`config.mk`:
```
export PLATFORM = sky130hd
export DESIGN_NAME = wb_stage_pipe_flat
export DESIGN_NICKNAME = d
export VERILOG_FILES = /design/src/rtl/wb_stage_pipe_pkg.sv /design/src/rtl/wb_stage_pipe_if.sv /design/src/rtl/wb_stage_pipe_load_align.sv /design/src/rtl/wb_stage_pipe.sv /design/src/flat_wrapper.sv
export SDC_FILE = /design/constraint.sdc
export NUM_CORES = 1
export LEC_CHECK = 0
export ABC_AREA = 1
export CAP_MARGIN = 5
export CORE_UTILIZATION = 30
export CTS_BUF_LIST = sky130_fd_sc_hd__clkbuf_2 sky130_fd_sc_hd__clkbuf_4 sky130_fd_sc_hd__clkbuf_8
export CTS_CLUSTER_SIZE = 20
export DETAILED_ROUTE_END_ITERATION = 8
export DONT_BUFFER_PORTS = 1
export PLACE_DENSITY_LB_ADDON = 0.25
export SYNTH_ARGS = -nofsm -noshare
export SYNTH_HDL_FRONTEND = slang
export SYNTH_SLANG_ARGS = --single-unit
```
`constraint.sdc`:
```
create_clock -name clk -period 2 [get_ports clk]
set_input_delay 0.2 -clock clk [delete_from_list [all_inputs] [get_ports clk]]
set_output_delay 0.2 -clock clk [all_outputs]
set_load 0.005 [all_outputs]
```
`src/rtl/wb_stage_pipe_pkg.sv`:
```
// Shared types for the write-back stage: data/size selects and FSM states.
package wb_pkg;

    localparam int unsigned SEL_W  = 2;
    localparam int unsigned SIZE_W = 2;

    typedef enum logic [SEL_W-1:0] {
        SEL_PC0 = 2'b00,
        SEL_PC1 = 2'b01,
        SEL_MEM = 2'b10,
        SEL_EXE = 2'b11
    } wb_sel_t;

    typedef enum logic [SIZE_W-1:0] {
        LD_BYTE = 2'b00,
        LD_HALF = 2'b01,
        LD_WORD = 2'b10,
        LD_FULL = 2'b11
    } ld_size_t;

    typedef enum logic {
        IDLE     = 1'b0,
        WAIT_MEM = 1'b1
    } wb_state_t;

endpackage

```
`src/rtl/wb_stage_pipe_if.sv`:
```
// MEM-to-WB bundle plus register-file write and forwarding outputs.
interface wb_stage_pipe_if
    import wb_pkg::*;
#(
    parameter int unsigned N     = 32,
    parameter int unsigned REG_W = 5
);
    localparam int unsigned LANE_W = $clog2(N/8);

    logic              in_valid;
    logic [N-1:0]      exe_out;
    logic [N-1:0]      pc_inc4;
    logic [REG_W-1:0]  rx;
    wb_sel_t           wb_data_sel;
    logic              wb_reg_sel;
    logic              reg_wr;
    ld_size_t          ld_size;
    logic              ld_signed;
    logic [LANE_W-1:0] addr_lo;
    logic              mem_rdy;
    logic [N-1:0]      mem_rdata;
    logic              flush;

    logic              stall_out;
    logic              wb_en;
    logic [REG_W-1:0]  wb_reg;
    logic [N-1:0]      wb_data;
    logic              fwd_valid;
    logic [REG_W-1:0]  fwd_reg;
    logic [N-1:0]      fwd_data;

    modport master (
        output in_valid, exe_out, pc_inc4, rx, wb_data_sel, wb_reg_sel, reg_wr,
               ld_size, ld_signed, addr_lo, mem_rdy, mem_rdata, flush,
        input  stall_out, wb_en, wb_reg, wb_data, fwd_valid, fwd_reg, fwd_data
    );

    modport slave (
        input  in_valid, exe_out, pc_inc4, rx, wb_data_sel, wb_reg_sel, reg_wr,
               ld_size, ld_signed, addr_lo, mem_rdy, mem_rdata, flush,
        output stall_out, wb_en, wb_reg, wb_data, fwd_valid, fwd_reg, fwd_data
    );

endinterface

```
`src/rtl/wb_stage_pipe_load_align.sv`:
```
// Combinational little-endian load aligner with sign/zero extension.
module load_align
    import wb_pkg::*;
#(
    parameter int unsigned N = 32
) (
    input  logic [N-1:0]             i_mem_rdata,
    input  ld_size_t                 i_ld_size,
    input  logic                     i_ld_signed,
    input  logic [$clog2(N/8)-1:0]   i_addr_lo,
    output logic [N-1:0]             o_data_c
);
    localparam int unsigned LANE_W = $clog2(N/8);
    localparam int unsigned SH_W   = LANE_W + 3;

    logic [LANE_W-1:0] w_lane;
    logic [SH_W-1:0]   w_shamt;
    logic [N-1:0]      w_shifted;
    logic [N-1:0]      w_mask;
    logic              w_msb;
    logic              w_fill;

    // Lane is the offset rounded down to the access alignment.
    always_comb begin
        w_lane = i_addr_lo;
        w_mask = '1;
        w_msb  = 1'b0;
        case (i_ld_size)
            LD_BYTE: ;
            LD_HALF: w_lane = i_addr_lo & ~LANE_W'(1);
            LD_WORD: w_lane = i_addr_lo & ~LANE_W'(3);
            LD_FULL: w_lane = '0;
            default: w_lane = '0;
        endcase
        w_shamt   = {w_lane, 3'b000};
        w_shifted = i_mem_rdata >> w_shamt;
        case (i_ld_size)
            LD_BYTE: begin
                w_mask = N'(8'hFF);
                w_msb  = w_shifted[7];
            end
            LD_HALF: begin
                w_mask = N'(16'hFFFF);
                w_msb  = w_shifted[15];
            end
            LD_WORD: begin
                w_mask = N'(32'hFFFF_FFFF);
                w_msb  = w_shifted[31];
            end
            default: begin
                w_mask = '1;
                w_msb  = 1'b0;
            end
        endcase
        // A full-width mask leaves no bits to fill, so word at N=32 is untouched.
        w_fill   = i_ld_signed & w_msb;
        o_data_c = (w_shifted & w_mask) | ({N{w_fill}} & ~w_mask);
    end

endmodule

```
`src/rtl/wb_stage_pipe.sv`:
```
// Write-back stage: one commit per cycle, stalls upstream while a load is outstanding.
module wb_stage_pipe
    import wb_pkg::*;
#(
    parameter int unsigned N      = 32,
    parameter int unsigned REG_W  = 5,
    parameter int unsigned LR_IDX = 31
) (
    input  logic           clk,
    input  logic           rst,
    wb_stage_pipe_if.slave bus
);
    localparam int unsigned LANE_W = $clog2(N/8);

    wb_state_t         r_state;
    wb_state_t         w_state_nxt;

    logic [REG_W-1:0]  r_pend_reg;
    logic              r_pend_wr;
    ld_size_t          r_pend_size;
    logic              r_pend_signed;
    logic [LANE_W-1:0] r_pend_off;

    logic              r_wb_en;
    logic [REG_W-1:0]  r_wb_reg;
    logic [N-1:0]      r_wb_data;

    logic [REG_W-1:0]  w_dest;
    logic              w_commit;
    logic              w_latch;
    logic [REG_W-1:0]  w_commit_reg;
    logic              w_commit_wr;
    logic [N-1:0]      w_commit_data;

    ld_size_t          w_al_size;
    logic              w_al_signed;
    logic [LANE_W-1:0] w_al_off;
    logic [N-1:0]      w_aligned;

    assign w_dest = bus.wb_reg_sel ? bus.rx : REG_W'(LR_IDX);

    // Aligner sees live inputs in IDLE and the latched load in WAIT_MEM.
    assign w_al_size   = (r_state == WAIT_MEM) ? r_pend_size   : bus.ld_size;
    assign w_al_signed = (r_state == WAIT_MEM) ? r_pend_signed : bus.ld_signed;
    assign w_al_off    = (r_state == WAIT_MEM) ? r_pend_off    : bus.addr_lo;

    load_align #(.N(N)) u_align (
        .i_mem_rdata (bus.mem_rdata),
        .i_ld_size   (w_al_size),
        .i_ld_signed (w_al_signed),
        .i_addr_lo   (w_al_off),
        .o_data_c    (w_aligned)
    );

    always_ff @(posedge clk or posedge rst) begin
        if (rst) begin
            r_state <= IDLE;
        end else begin
            r_state <= w_state_nxt;
        end
    end

    // Next state and commit selection.
    always_comb begin
        w_state_nxt   = r_state;
        w_commit      = 1'b0;
        w_latch       = 1'b0;
        w_commit_reg  = w_dest;
        w_commit_wr   = bus.reg_wr;
        w_commit_data = bus.pc_inc4;
        case (r_state)
            IDLE: begin
                if (bus.in_valid && !bus.flush) begin
                    case (bus.wb_data_sel)
                        SEL_EXE: begin
                            w_commit      = 1'b1;
                            w_commit_data = bus.exe_out;
                        end
                        SEL_MEM: begin
                            if (bus.mem_rdy) begin
                                w_commit      = 1'b1;
                                w_commit_data = w_aligned;
                            end else begin
                                w_latch     = 1'b1;
                                w_state_nxt = WAIT_MEM;
                            end
                        end
                        default: w_commit = 1'b1;
                    endcase
                end
            end
            WAIT_MEM: begin
                w_commit_reg  = r_pend_reg;
                w_commit_wr   = r_pend_wr;
                w_commit_data = w_aligned;
                if (bus.flush) begin
                    w_state_nxt = IDLE;
                end else if (bus.mem_rdy) begin
                    w_commit    = 1'b1;
                    w_state_nxt = IDLE;
                end
            end
            default: w_state_nxt = IDLE;
        endcase
    end

    always_ff @(posedge clk or posedge rst) begin
        if (rst) begin
            r_pend_reg    <= '0;
            r_pend_wr     <= 1'b0;
            r_pend_size   <= LD_BYTE;
            r_pend_signed <= 1'b0;
            r_pend_off    <= '0;
        end else if (w_latch) begin
            r_pend_reg    <= w_dest;
            r_pend_wr     <= bus.reg_wr;
            r_pend_size   <= bus.ld_size;
            r_pend_signed <= bus.ld_signed;
            r_pend_off    <= bus.addr_lo;
        end
    end

    // Register 0 is never written, but its data still lands in wb_data.
    always_ff @(posedge clk or posedge rst) begin
        if (rst) begin
            r_wb_en   <= 1'b0;
            r_wb_reg  <= '0;
            r_wb_data <= '0;
        end else begin
            r_wb_en <= w_commit && w_commit_wr && (w_commit_reg != '0);
            if (w_commit) begin
                r_wb_reg  <= w_commit_reg;
                r_wb_data <= w_commit_data;
            end
        end
    end

    assign bus.stall_out = (r_state == WAIT_MEM) && !bus.mem_rdy && !bus.flush;
    assign bus.wb_en     = r_wb_en;
    assign bus.wb_reg    = r_wb_reg;
    assign bus.wb_data   = r_wb_data;
    assign bus.fwd_valid = r_wb_en;
    assign bus.fwd_reg   = r_wb_reg;
    assign bus.fwd_data  = r_wb_data;

endmodule

```
`src/flat_wrapper.sv`:
```
// flat-port wrapper written by rule: the top's interface ports become plain ports
module wb_stage_pipe_flat import wb_pkg::*;
#(
    parameter int unsigned N      = 32,
    parameter int unsigned REG_W  = 5,
    parameter int unsigned LR_IDX = 31
)
  (clk, rst, bus_in_valid, bus_exe_out, bus_pc_inc4, bus_rx, bus_wb_data_sel, bus_wb_reg_sel, bus_reg_wr, bus_ld_size, bus_ld_signed, bus_addr_lo, bus_mem_rdy, bus_mem_rdata, bus_flush, bus_stall_out, bus_wb_en, bus_wb_reg, bus_wb_data, bus_fwd_valid, bus_fwd_reg, bus_fwd_data);
  wb_stage_pipe_if #(.N(N), .REG_W(REG_W)) bus_i ();
  input  logic clk;
  input  logic rst;
  input wire logic [$bits(bus_i.in_valid)-1:0] bus_in_valid;
  input wire logic [$bits(bus_i.exe_out)-1:0] bus_exe_out;
  input wire logic [$bits(bus_i.pc_inc4)-1:0] bus_pc_inc4;
  input wire logic [$bits(bus_i.rx)-1:0] bus_rx;
  input wire logic [$bits(bus_i.wb_data_sel)-1:0] bus_wb_data_sel;
  input wire logic [$bits(bus_i.wb_reg_sel)-1:0] bus_wb_reg_sel;
  input wire logic [$bits(bus_i.reg_wr)-1:0] bus_reg_wr;
  input wire logic [$bits(bus_i.ld_size)-1:0] bus_ld_size;
  input wire logic [$bits(bus_i.ld_signed)-1:0] bus_ld_signed;
  input wire logic [$bits(bus_i.addr_lo)-1:0] bus_addr_lo;
  input wire logic [$bits(bus_i.mem_rdy)-1:0] bus_mem_rdy;
  input wire logic [$bits(bus_i.mem_rdata)-1:0] bus_mem_rdata;
  input wire logic [$bits(bus_i.flush)-1:0] bus_flush;
  output wire logic [$bits(bus_i.stall_out)-1:0] bus_stall_out;
  output wire logic [$bits(bus_i.wb_en)-1:0] bus_wb_en;
  output wire logic [$bits(bus_i.wb_reg)-1:0] bus_wb_reg;
  output wire logic [$bits(bus_i.wb_data)-1:0] bus_wb_data;
  output wire logic [$bits(bus_i.fwd_valid)-1:0] bus_fwd_valid;
  output wire logic [$bits(bus_i.fwd_reg)-1:0] bus_fwd_reg;
  output wire logic [$bits(bus_i.fwd_data)-1:0] bus_fwd_data;
  assign bus_i.in_valid = bus_in_valid;
  assign bus_i.exe_out = bus_exe_out;
  assign bus_i.pc_inc4 = bus_pc_inc4;
  assign bus_i.rx = bus_rx;
  assign bus_i.wb_data_sel = bus_wb_data_sel;
  assign bus_i.wb_reg_sel = bus_wb_reg_sel;
  assign bus_i.reg_wr = bus_reg_wr;
  assign bus_i.ld_size = bus_ld_size;
  assign bus_i.ld_signed = bus_ld_signed;
  assign bus_i.addr_lo = bus_addr_lo;
  assign bus_i.mem_rdy = bus_mem_rdy;
  assign bus_i.mem_rdata = bus_mem_rdata;
  assign bus_i.flush = bus_flush;
  assign bus_stall_out = bus_i.stall_out;
  assign bus_wb_en = bus_i.wb_en;
  assign bus_wb_reg = bus_i.wb_reg;
  assign bus_wb_data = bus_i.wb_data;
  assign bus_fwd_valid = bus_i.fwd_valid;
  assign bus_fwd_reg = bus_i.fwd_reg;
  assign bus_fwd_data = bus_i.fwd_data;
  wb_stage_pipe #(.N(N), .REG_W(REG_W), .LR_IDX(LR_IDX)) u_core (.clk(clk), .rst(rst), .bus(bus_i));
endmodule
```
==> results of run 1 <==
-- final timing paths --
kind | endpoint | cells after the start | slack [ps] | start
max in group asynchronous | u_core.r_state$_DFF_PP0_ | 3 | 1390 | rst
min reg2reg | u_core.r_pend_wr$_DFFE_PP0P_ | 2 | 500 | u_core.r_pend_wr$_DFFE_PP0P_
min | u_core.r_pend_signed$_DFFE_PP0P_ | 2 | 20 | bus_ld_signed
max reg2reg | u_core.bus.fwd_data[1]$_DFFE_PP0P_ | 13 | -100 | u_core.r_state$_DFF_PP0_
min in group asynchronous | u_core.bus.fwd_reg[0]$_DFFE_PP0P_ | 3 | 350 | rst
max | u_core.bus.fwd_data[1]$_DFFE_PP0P_ | 13 | -100 | u_core.r_state$_DFF_PP0_
-- per-layer routing --
metal / track usage, % / vias to the layer above / routed length (um)
met5: 0 / - / 0
met4: 8.861 / 0 / 418
met3: 6.612 / 35 / 1612
met2: 34.10 / 233 / 7026
met1: 27.25 / 1996 / 6198
li1: - / 2021 / -
-- what timing repair did --
| item | CTS | global route |
|---|---|---|
| setup buffers | 6 | 7 |
| pin swaps | 10 | 3 |
| hold buffers | 8 | 0 |
| cloned | 2 | 1 |
| endpoints found under the setup margin | 31 | 34 |
| endpoints found under the hold margin | 58 | 0 |
| resized for setup | 26 | 22 |
-- per-stage QoR --
step	std cells	utilization (%)	instance area, um^2	hold WS (ps)	worst slack (ps)
final	792	35.43	4692	21.34	-100.2
after global routing	792	35.43	4692	68.04	-242.3
after CTS	784	34.46	4563	22.15	-35.62
after detailed placement	760	32.01	4239	165.3	-248.3
after global placement	760	32.01	4239	160.3	-196.1
after floorplan	604	-	4079	307.9	191.0
-- kinds of logic after synthesis --
logic type             count (synthesis)
AND/OR/NAND/NOR                      255
AO/OA/AOI/OAI                        177
buffers and inverters                122
flip-flops                            50
-- power breakdown --
group	total (uW)	switching, uW	internal (uW)
clock	672	425	247
sequential	1400	202	1200
combinational	818	484	334
-- cells in the mapped netlist (4+ instances only) --
cell                       count  area, um^2
sky130_fd_sc_hd__dfrtp_1      50        1251
sky130_fd_sc_hd__a21oi_1      44       220.2
sky130_fd_sc_hd__o21ai_2       4       35.03
sky130_fd_sc_hd__o211ai_1     16       120.1
sky130_fd_sc_hd__clkbuf_1     15       56.30
sky130_fd_sc_hd__or2_1         5       31.28
sky130_fd_sc_hd__nor2_1       45       168.9
sky130_fd_sc_hd__buf_4        40       300.3
sky130_fd_sc_hd__o21ai_0      64       320.3
sky130_fd_sc_hd__a22oi_1       6       45.04
sky130_fd_sc_hd__a31oi_1       5       31.28
sky130_fd_sc_hd__nand2_1     147       551.8
sky130_fd_sc_hd__inv_2         4       15.01
sky130_fd_sc_hd__o21ai_1      13       65.06
sky130_fd_sc_hd__nand3_1      34       170.2
sky130_fd_sc_hd__a21boi_0      6       45.04
sky130_fd_sc_hd__a221oi_1     12       105.1
sky130_fd_sc_hd__nand4_1       4       25.02
sky130_fd_sc_hd__inv_1        47       176.4
sky130_fd_sc_hd__nand2_2       7       43.79
sky130_fd_sc_hd__buf_2        10       50.05
-- worst max-delay path: stages (launching register included) --
cell	delay [ps]
sky130_fd_sc_hd__dfrtp_2	480
sky130_fd_sc_hd__inv_4	110
sky130_fd_sc_hd__nand2_2	80
sky130_fd_sc_hd__nand2_4	100
sky130_fd_sc_hd__nand3_4	130
sky130_fd_sc_hd__buf_4	170
sky130_fd_sc_hd__clkbuf_16	160
sky130_fd_sc_hd__nand2_1	60
sky130_fd_sc_hd__o21ai_1	110
sky130_fd_sc_hd__o21ai_0	180
sky130_fd_sc_hd__buf_4	150
sky130_fd_sc_hd__o211ai_1	80
sky130_fd_sc_hd__a21oi_1	140
sky130_fd_sc_hd__nor2_1	50
-- cell type report --
type	instances	area share (%)
inverters	53	4.347
flip-flops and latches	50	26.69
clock inverters	3	0.4533
multi-input cells	433	49.09
repair buffers	72	13.25
well taps	176	4.693
clock buffers	5	1.467
==> summary.log, run 1 <==
INFO  run_status     outcome=finished with violations
INFO  run_status     violations=setup timing
INFO  yosys          synth-compound-area-share=25.98%
INFO  timing         setup_ws=-100.2ps
INFO  finish         fillCellCount=1476
INFO  worst_setup_path cp_max_fo=13
INFO  clocking       numClockSinks=50
INFO  timing         report.final.setup_viol=18
INFO  global_route   via_count_of_the_first_global_routing_pass=4111
INFO  global_route   grt_antenna_before_repair=0
INFO  yosys          synth_sequential_area_ratio=30.67%
INFO  clocking       worst_setup_hold_path_clk_slew=100ps
INFO  detailed_routing drtAntennaViolNets=0
INFO  die            placementRows=42
INFO  timing         timing.max_slew.rel_slack=62.83%
INFO  global_route   groute.usage.overall=21.60%
INFO  finish         layout.nets=730
INFO  die            dieArea=14070um^2
INFO  yosys          async_flop_share=100.0%
INFO  yosys          synthesis.area=4079um^2
INFO  finish         post_route_cells_drive_above_1_share=20.45%
INFO  timing         report.final.hold_viol_count=0
INFO  timing         fin_tns_setup=-982.8ps
INFO  detailed_routing number_of_vias_per_cell=5.410
INFO  yosys          post_synth_and_or_nand_nor_area_fraction=27.27%
INFO  clocking       cts_buffers=5
INFO  clocking       clock_tree.root_cell=sky130_fd_sc_hd__clkbuf_8
INFO  worst_hold_path min-delay-path-class=in -> reg
INFO  worst_setup_path crit_type=reg -> reg
INFO  detailed_routing route.detailed.wl_per_inst=19.26um
INFO  clocking       cts_max_path_buffers=2
INFO  yosys          synth_edf_count=0
INFO  finish         antenna_cells_inserted=0
INFO  pwr            static-leakage-power=0.002146uW
INFO  placed_design  io_buffers=0
INFO  worst_setup_path worstSetupStartpointType=register
INFO  die            core_area=13240um^2
INFO  placed_design  gp_congestion=0.9002
INFO  detailed_routing detail_route.drc_violations=0
INFO  detailed_routing vias=4285
INFO  global_route   grt_pass1_wl=23070um
INFO  clocking       cts-htree-levels=2
INFO  yosys          synth_top_family_by_area=simple AND/OR/NAND/NOR gates
INFO  finish         layout_commonest_cell=sky130_fd_sc_hd__nand2_1
INFO  die            start_util=30.80%
INFO  finish         final-seq-area=1252um^2
INFO  yosys          ys_ff_latch=50
INFO  worst_setup_path critical_path_arrival=2350ps
INFO  yosys          synthXorXnorAreaFrac=0%
INFO  timing         clock-skew-final=10.04ps
INFO  yosys          synth-adder-area-share=0%
INFO  detailed_routing detail_route.first_pass.iterations=5
INFO  placed_design  dpl.hpwl=11500um
INFO  yosys          cell_count_after_synthesis=604
INFO  yosys          postSynth.topFlopCell=sky130_fd_sc_hd__dfrtp_1
INFO  yosys          synth_nets=719
INFO  detailed_routing routed_wirelength=15260um
INFO  global_route   residual_overflow_from_global_routing=0
INFO  pwr            ir_drop=0.2835mV
INFO  finish         multi_input_comb_area=2303um^2
INFO  timing         fin_max_slew_vios=0
INFO  timing         worst_slew_pin_slew=557.0ps
INFO  finish         area_growth_syn_to_layout=15.03%
INFO  flow_run       drv_cap=0
INFO  detailed_routing number_of_violations_reported_at_the_end_of_detailed_routing_iteration_0=253
INFO  timing         final.period_utilization=105.0%
INFO  timing         max_freq=476.1MHz
INFO  finish         most-common-layout-cells=143 x sky130_fd_sc_hd__nand2_1, 56 x sky130_fd_sc_hd__buf_4, 52 x sky130_fd_sc_hd__o21ai_0, 49 x sky130_fd_sc_hd__dfrtp_1, 46 x sky130_fd_sc_hd__inv_1
INFO  yosys          syn-mean-instance-area=6.753um^2
INFO  worst_setup_path cp_data_required_time=2250ps
INFO  clocking       clock_insertion_delay_worst_skew=350ps
INFO  worst_setup_path type_of_destination_of_the_critical_path=register
INFO  pwr            power_per_cell_area=615.8nW/um^2
INFO  global_route   largest_net_degree_at_the_start_of_global_routing=51
INFO  timing         unrepaired_setup_endpoints_after_global_routing=yes
INFO  pwr            overall_power=2890uW
INFO  yosys          yosys_warnings=0
INFO  yosys          synthDistinctLibCells=35
INFO  timing         min_period=2100ps
INFO  die            floorplan.io_pins=192
INFO  die            die_y=118.6um
INFO  finish         largest_register_ff_count=32
INFO  yosys          share_of_cell_area_taken_by_muxes_after_synthesis=0%
INFO  clocking       clock_tree_from_tritoncts=done
INFO  die            die_x=118.6um
No activity file was read; power rests on OpenSTA's default activity.
==> run 2, diff against run 1 <==
--- a/config.mk
+++ b/config.mk
@@ -7,11 +7,12 @@
 export LEC_CHECK = 0
 export ABC_AREA = 1
 export CAP_MARGIN = 5
-export CORE_UTILIZATION = 30
+export CORE_UTILIZATION = 40
 export CTS_BUF_LIST = sky130_fd_sc_hd__clkbuf_2 sky130_fd_sc_hd__clkbuf_4 sky130_fd_sc_hd__clkbuf_8
 export CTS_CLUSTER_SIZE = 20
 export DETAILED_ROUTE_END_ITERATION = 8
 export DONT_BUFFER_PORTS = 1
+export GPL_ROUTABILITY_DRIVEN = 1
 export PLACE_DENSITY_LB_ADDON = 0.25
 export SYNTH_ARGS = -nofsm -noshare
 export SYNTH_HDL_FRONTEND = slang
==> run 2 against run 1 <==
The run still ends with setup timing left; register-to-register slack about the same; final cell count shrank 5.7%; setup slack lost 10 ps; highest routed layer unchanged.
==> summary.log, run 2 (synthesized netlist as in run 1, its figures left out) <==
INFO  run_status     outcome=finished with violations
INFO  run_status     violations=setup timing
INFO  timing         max_freq=473.8MHz
INFO  detailed_routing routed_wirelength=14510um
INFO  detailed_routing vias=4219
INFO  worst_setup_path crit_type=reg -> reg
INFO  detailed_routing detail_route.first_pass.iterations=5
INFO  global_route   groute.usage.overall=26.63%
INFO  global_route   grt_pass1_wl=21250um
INFO  die            placementRows=36
INFO  clocking       numClockSinks=50
INFO  finish         largest_register_ff_count=32
INFO  finish         fin_cells=747
INFO  die            die_y=103.0um
INFO  pwr            power_per_cell_area=612.0nW/um^2
INFO  worst_setup_path type_of_destination_of_the_critical_path=register
INFO  die            die_x=103.0um
INFO  finish         layout_commonest_cell=sky130_fd_sc_hd__nand2_1
INFO  worst_setup_path critical_path.most_common_cell=sky130_fd_sc_hd__nand2_8
INFO  finish         antenna_cells_inserted=0
INFO  timing         clock-skew-final=8.753ps
INFO  placed_design  io_buffers=0
INFO  pwr            overall_power=2897uW
INFO  die            floorplan.io_pins=192
INFO  clocking       cts_buffers=5
INFO  timing         report.final.setup_viol=22
INFO  global_route   residual_overflow_from_global_routing=0
INFO  clocking       clock_insertion_delay_worst_skew=330ps
INFO  timing         worst_slew_pin_slew=555.4ps
INFO  placed_design  gp_congestion=0.9160
INFO  finish         post_route_cells_drive_above_1_share=19.71%
INFO  timing         final.period_utilization=105.5%
INFO  detailed_routing detail_route.drc_violations=0
INFO  timing         timing.max_slew.rel_slack=62.93%
INFO  placed_design  dpl_cell_area=4183um^2
INFO  clocking       clock_tree_from_tritoncts=done
INFO  global_route   via_count_of_the_first_global_routing_pass=4064
INFO  pwr            static-leakage-power=0.002166uW
INFO  finish         most-common-layout-cells=143 x sky130_fd_sc_hd__nand2_1, 52 x sky130_fd_sc_hd__o21ai_0, 51 x sky130_fd_sc_hd__buf_4, 49 x sky130_fd_sc_hd__dfrtp_1
INFO  timing         fin_max_slew_vios=0
INFO  finish         post-route-cell-area=4735um^2
INFO  worst_setup_path crit_path_cell_trace=inv_4 -> nand2_4 -> nand2_8 -> buf_12 -> nand2_8 -> inv_4 -> nand2_1 -> nand4_1 -> nand3_2 -> nand2_4 -> nand2_8 -> buf_6 -> o211ai_1 -> nand3_1 -> o21ai_1 -> inv_1
INFO  placed_design  dpl.hpwl=10470um
INFO  clocking       cts-htree-levels=2
INFO  detailed_routing wl_met3=1532um
INFO  global_route   grt_antenna_before_repair=0
INFO  pwr            ir_drop=0.3385mV
INFO  timing         unrepaired_setup_endpoints_after_global_routing=yes
INFO  placed_design  place.detailed.instances=715
INFO  timing         report.final.hold_viol_count=0
INFO  clocking       clock_tree.root_cell=sky130_fd_sc_hd__clkbuf_8
INFO  worst_hold_path min-delay-path-class=in -> reg
INFO  worst_setup_path cp_data_required_time=2220ps
INFO  worst_setup_path worstSetupStartpointType=register
INFO  die            core_area=9819um^2
INFO  flow_run       drv_cap=0
INFO  die            start_util=41.54%
INFO  worst_setup_path critical_path_arrival=2330ps
INFO  worst_setup_path cp_slowest_stage_delay=480ps
INFO  placed_design  pre_cts_slack=-127.5ps
INFO  die            dieArea=10600um^2
INFO  worst_setup_path cpMaxStageDelayCell=sky130_fd_sc_hd__dfrtp_2
INFO  detailed_routing detailed_routed_wire_length_on_met2=6758um
INFO  worst_setup_path cp_max_fo=7
INFO  clocking       worst_setup_hold_path_clk_slew=110ps
INFO  detailed_routing route.detailed.wl_per_inst=19.42um
INFO  finish         layout.nets=728
INFO  detailed_routing route.layer.met1.wl=6009um
INFO  detailed_routing drtAntennaViolNets=0
INFO  global_route   largest_net_degree_at_the_start_of_global_routing=41
INFO  detailed_routing uppermost_layer_routed=met4
INFO  timing         min_period=2110ps
INFO  timing         setup_ws=-110.4ps
INFO  clocking       cts_max_path_buffers=2
INFO  finish         area_growth_syn_to_layout=16.07%
INFO  detailed_routing number_of_vias_per_cell=5.648
INFO  detailed_routing number_of_violations_reported_at_the_end_of_detailed_routing_iteration_0=232
==> run 2: worst paths after layout <==
| check | cells past startpoint | slack, ps | end | start |
|---|---|---|---|---|
| hold reg to reg | 2 | 500 | u_core.r_pend_wr$_DFFE_PP0P_ | u_core.r_pend_wr$_DFFE_PP0P_ |
| min in group asynchronous | 2 | 260 | u_core.bus.fwd_data[6]$_DFFE_PP0P_ | rst |
| setup / recovery | 16 | -110 | u_core.bus.fwd_data[19]$_DFFE_PP0P_ | u_core.r_state$_DFF_PP0_ |
| setup reg to reg | 16 | -110 | u_core.bus.fwd_data[19]$_DFFE_PP0P_ | u_core.r_state$_DFF_PP0_ |
| hold / removal | 2 | 20 | u_core.bus.fwd_valid$_DFF_PP0_ | bus_reg_wr |
| max in group asynchronous | 3 | 1070 | u_core.r_state$_DFF_PP0_ | rst |
==> run 2: layout make-up <==
type | count | area, um^2
fillers | 1076 | 5085
clock inverters | 3 | 25.02
multi-input cells | 434 | 2351
flip-flops and latches | 50 | 1252
repair buffers | 69 | 663.1
clock buffers | 5 | 68.82
well taps | 133 | 166.4
inverters | 53 | 207.7
==> run 2: critical path, delay by kind of cell, from the launching register on <==
| family | cells | cell delay (ps) |
|---|---|---|
| compound gates | 2 | 170 |
| buf+inv | 5 | 490 |
| simple gates | 9 | 870 |
| flops | 1 | 480 |
==> run 2: routing by layer <==
layer / vias to the layer above / track usage (%)
li1: 2016 / -
met1: 1975 / 35.33
met2: 211 / 43.18
met3: 17 / 7.119
met4: 0 / 6.392
met5: - / 0
==> run 2: timing repair <==
action                                 4_1_cts  5_1_grt
pin swaps                                    6       18
hold buffers                                 6        0
resized for setup                           14       38
cloned                                       2        4
setup endpoints to repair                   20       30
setup buffers                                6        7
endpoints found under the hold margin       16        0
==> run 2: power by group <==
group	internal, uW	leakage, uW	switching, uW	total [uW]
Sequential	1200	0.000590	201	1400
Combinational	347	0.00153	494	840
Clock	254	0.0000447	405	659
Total	1800	0.00217	1100	2900
==> run 2: stage by stage <==
step           setup TNS, ps  hold slack (ps)  util, %
5_1_grt                -5268            37.85    48.22
2_1_floorplan              0            307.9        -
4_1_cts               -56.00            12.95    45.35
3_5_place_dp           -1055            47.43    42.60
3_3_place_gp          -46.00            46.65    42.60
6_report               -1273            17.54    48.22
==> patch 1, RTL diff (config.mk and constraints of run 1) <==
Make the reset (`rst`) synchronous in 3 clocked blocks.
--- a/src/rtl/wb_stage_pipe.sv
+++ b/src/rtl/wb_stage_pipe.sv
@@ -53,5 +53,5 @@
     );
 
-    always_ff @(posedge clk or posedge rst) begin
+    always_ff @(posedge clk) begin
         if (rst) begin
             r_state <= IDLE;
@@ -105,5 +105,5 @@
     end
 
-    always_ff @(posedge clk or posedge rst) begin
+    always_ff @(posedge clk) begin
         if (rst) begin
             r_pend_reg    <= '0;
@@ -122,5 +122,5 @@
 
     // Register 0 is never written, but its data still lands in wb_data.
-    always_ff @(posedge clk or posedge rst) begin
+    always_ff @(posedge clk) begin
         if (rst) begin
             r_wb_en   <= 1'b0;
Function: differs if rst is asserted again (counterexample within 4 cycles, from zero or initial values and one cycle with rst high); with rst held inactive, the same outputs for 10 cycles.
==> patch 1 against run 1 <==
The run ends with negative hold slack, negative setup slack left. Setup slack better by 0.032 ns. Fmax increased by 1.5%. Final cell count down 4.4%. Final area shrank 7.0%. Critical path depth up 2. Sequential cell count did not move. Power decreased by 16%. Non-clock buffer count down 20. Count of clock-buffer cells in the layout did not move. Synthesized area shrank 3.5%. Routed wire length fell by 2.2%. Clock skew increased by 0.0031 ns. Critical endpoint is now u_core.bus.fwd_data[17].
==> patch 1: results (changes against run 1) <==
- Placed cell count: 739 (-2.8%)
- Max FO, Critical Path: 14 (+1)
- GR Layer Usage met3: 7.42% (+0.81 points)
- First-pass GRT wire length: 21200 um (-8.0%)
- PnR worst setup slack: -0.0683 ns (+0.0319 ns)
- WHS: -0.0805 ns (-0.102 ns)
- Sequential share of power: 45.7% (-2.7 points)
- Data arrival, critical path: 2.32 ns (-0.03 ns)
- Total GRT Usage: 21.2% (-0.43 points)
- Failing checks: negative hold slack, negative setup slack
- Final setup fails: 12 (-6)
- Net Sw Frac: 35.8% (-2.7 points)
- Total number of vias: 4175 (-2.6%)
- Vias in the first global route: 3778 (-8.1%)
- Nets: 699 (-4.2%)
- Top post-synthesis cells by area: dfxtp_1 (25%), nand2_1 (11%), a21oi_1 (8.9%), o21ai_0 (8.6%), buf_4 (7.4%)
- Hold Vio Cnt, Final: 16 (+16)
- Worst r2r path cells: 15 (+2)
- Gpl congestion: 0.894 (-0.66%)
- Grt met1 use: 26.3% (-0.95 points)
- CP max stage cell: dfxtp_4
- Mapped Cells: 601 (-0.50%)
- Status: finished with violations
- Final HPWL DP: 11400 um (-0.54%)
- P_leak: 0.00177 uW (-17%)
- Netlist cell types: 43 (+23%)
- Largest net degree at the start of global routing: 29 (-43%)
- Post-synth net total: 716 (-0.42%)
- Metal3 WL: 1510 um (-6.4%)
- Placed cell area: 0.00403 mm^2 (-5.0%)
- Worst VDD drop: 0.238 mV (-16%)
- Hold_sp: rst
- Met2 Use GR: 34.3% (+0.18 points)
- Metal1 wirelength: 6240 um (+0.60%)
- Drt total wl: 14900 um (-2.2%)
- Pre-CTS WS: -0.0548 ns (+0.194 ns)
- CP peak stage delay: 0.38 ns (-0.10 ns)
- # fillers: 1421 (-3.7%)
==> patch 1: changes by cell type after synthesis, sizes merged, moves of 8 or more <==
cell | run 1 | this run
a21oi | 45 | 75
a22oi | 6 | 14
clkbuf | 15 | 28
dfrtp | 50 | 0
dfxtp | 0 | 50
inv | 51 | 40
nand2 | 157 | 125
nand3 | 38 | 29
o211ai | 16 | 7
o21ai | 81 | 93
==> patch 1: worst max-delay path by stage <==
stage,start,endpoint,slack [ns],cells past startpoint
CTS,u_core.r_state,u_core.bus.fwd_data[26],-0.02,18
global placement,u_core.r_state,u_core.bus.fwd_data[14],0.003,12
finish,u_core.r_state,u_core.bus.fwd_data[17],-0.07,15
detailed placement,u_core.r_state,u_core.bus.fwd_data[19],-0.05,15
floorplan,u_core.r_state,u_core.bus.fwd_data[20],0.19,18
global route,u_core.r_state,u_core.bus.fwd_data[18],-0.22,17
==> patch 1: layout make-up <==
type                       instances  area (um^2)  share of cell area, %
clock buffer                       5         68.8                   1.58
clock inverter                     3         26.3                  0.602
inverter                          43          178                   4.07
multi-input combinational        432         2390                   54.8
sequential                        50         1000                   23.0
tap                              172          215                   4.93
timing repair buffer              52          478                   11.0
==> patch 1: cell families (layout without fill, tap and decap cells) <==
logic type      Yosys count  count (layout)  share of synthesized area [%]
flops                    50              50                           25.4
compound gates          221             221                           33.4
buf+inv                 119             103                           16.6
mux                       1               1                          0.254
simple gates            210             210                           24.4
==> patch 1: what timing repair did <==
item	4_1_cts	5_1_grt
cloned	1	1
setup endpoints to repair	18	26
endpoints found under the hold margin	16	16
pin swaps	4	12
resized for setup	9	32
buffers inserted	3	5
==> patch 1: worst max-delay path, delay by kind of cell (launching register included) <==
family                 cells  cell delay [ns]
AOI/OAI and AO/OA          2             0.30
DFF                        1             0.38
buffers and inverters      4             0.50
and+or+nand+nor            9             0.80
==> patch 2, RTL diff (config.mk and constraints of run 1) <==
Made on the original files. `N` is set to 32 in 4 places; all go to 64. Comments in the files are not updated.
--- a/src/rtl/wb_stage_pipe_if.sv
+++ b/src/rtl/wb_stage_pipe_if.sv
@@ -3,5 +3,5 @@
     import wb_pkg::*;
 #(
-    parameter int unsigned N     = 32,
+    parameter int unsigned N     = 64,
     parameter int unsigned REG_W = 5
 );
--- a/src/rtl/wb_stage_pipe_load_align.sv
+++ b/src/rtl/wb_stage_pipe_load_align.sv
@@ -3,5 +3,5 @@
     import wb_pkg::*;
 #(
-    parameter int unsigned N = 32
+    parameter int unsigned N = 64
 ) (
     input  logic [N-1:0]             i_mem_rdata,
--- a/src/rtl/wb_stage_pipe.sv
+++ b/src/rtl/wb_stage_pipe.sv
@@ -3,5 +3,5 @@
     import wb_pkg::*;
 #(
-    parameter int unsigned N      = 32,
+    parameter int unsigned N      = 64,
     parameter int unsigned REG_W  = 5,
     parameter int unsigned LR_IDX = 31
--- a/src/flat_wrapper.sv
+++ b/src/flat_wrapper.sv
@@ -2,5 +2,5 @@
 module wb_stage_pipe_flat import wb_pkg::*;
 #(
-    parameter int unsigned N      = 32,
+    parameter int unsigned N      = 64,
     parameter int unsigned REG_W  = 5,
     parameter int unsigned LR_IDX = 31
Ports: changed (6 resized); port bits go from 192 to 353. The function was not compared with the original's and may differ.
==> patch 2 against run 1 <==
Power rose by 110%. Synthesized area rose by 84%. Setup slack got worse by 0.28 ns. Highest routed layer unchanged. Count of clock-buffer cells in the layout rose by 6. Final area rose by 120%. Routed wire length rose by 130%. Sequential cell count rose by 33. Utilization rose by 5.9 points. The flow still finishes with violations (negative setup slack). Critical path depth rose by 2. Critical endpoint is now u_core.bus.fwd_data[17]. Clock skew rose by 0.0084 ns. Largest cell class unchanged. Global-route usage rose by 4.7 points. Sequential share of layout area fell by 6.1 points. Fmax fell by 12%.
==> patch 2: results (changes against run 1) <==
- Sequential-to-total area share from yosys stat: 27.6% (-3.1 points)
- Yosys reg bits: 83 (+66%)
- Met2 WL: 15900 um (+130%)
- Seq. cell area: 0.00208 mm^2 (+66%)
- Final setup fails: 64 (+46)
- Max FO, Critical Path: 10 (-3)
- Post-CTS Setup Inserts: 26 (+20)
- Fraction of layout cells with a size suffix above 1: 29.7% (+9.2 points)
- Non-clock inverters: 85 (+60%)
- First-pass GRT wire length: 50900 um (+120%)
- Comb_multi_in: 837 (+93%)
- CTS buffer count: 9 (+4)
- Failing checks: negative setup slack
- Ant diodes: 1 (+1)
- Top cells by count, synth: nand2_1 (314), o21ai_0 (104), dfrtp_1 (83)
- Relative slew slack: 56.6% (-6.2 points)
- Initial antenna violation count: 1 (+1)
- Final HPWL DP: 26200 um (+130%)
- Largest net degree at the start of global routing: 52 (+2.0%)
- PnR worst setup slack: -0.380 ns (-0.280 ns)
- Status: finished with violations
- Final setup TNS: -18.00 ns (-17.02 ns)
- Total number of vias: 8591 (+100%)
- Clk_lat worst skew: 0.40 ns (+0.05 ns)
- Top post-synthesis cells by area: dfrtp_1 (28%), nand2_1 (16%), buf_4 (7.7%), o21ai_0 (6.9%), nand3_1 (5.3%)
- Mapped Cells: 1160 (+92%)
- Multi-input logic area: 0.00490 mm^2 (+110%)
patch 2: cell count changes after synthesis, moves of 30 or more:
cell	before	now
inv_1	47	77
nand2_1	147	314
nand3_1	34	79
nor2_1	45	79
o21ai_0	64	104
a31oi_1	5	36
dfrtp_1	50	83
buf_4	40	77
patch 2: final timing paths:
path | from | endpoint | slack [ns] | cells after the start
max | u_core.r_state | u_core.bus.fwd_data[17] | -0.38 | 15
min | bus_pc_inc4[15] | u_core.bus.fwd_data[15] | 0.02 | 2
max reg2reg | u_core.r_state | u_core.bus.fwd_data[17] | -0.38 | 15
min reg2reg | u_core.r_pend_off[2] | u_core.r_pend_off[2] | 0.48 | 2
max in group asynchronous | rst | u_core.bus.fwd_data[13] | 1.03 | 3
min in group asynchronous | rst | u_core.bus.fwd_data[48] | 0.29 | 2
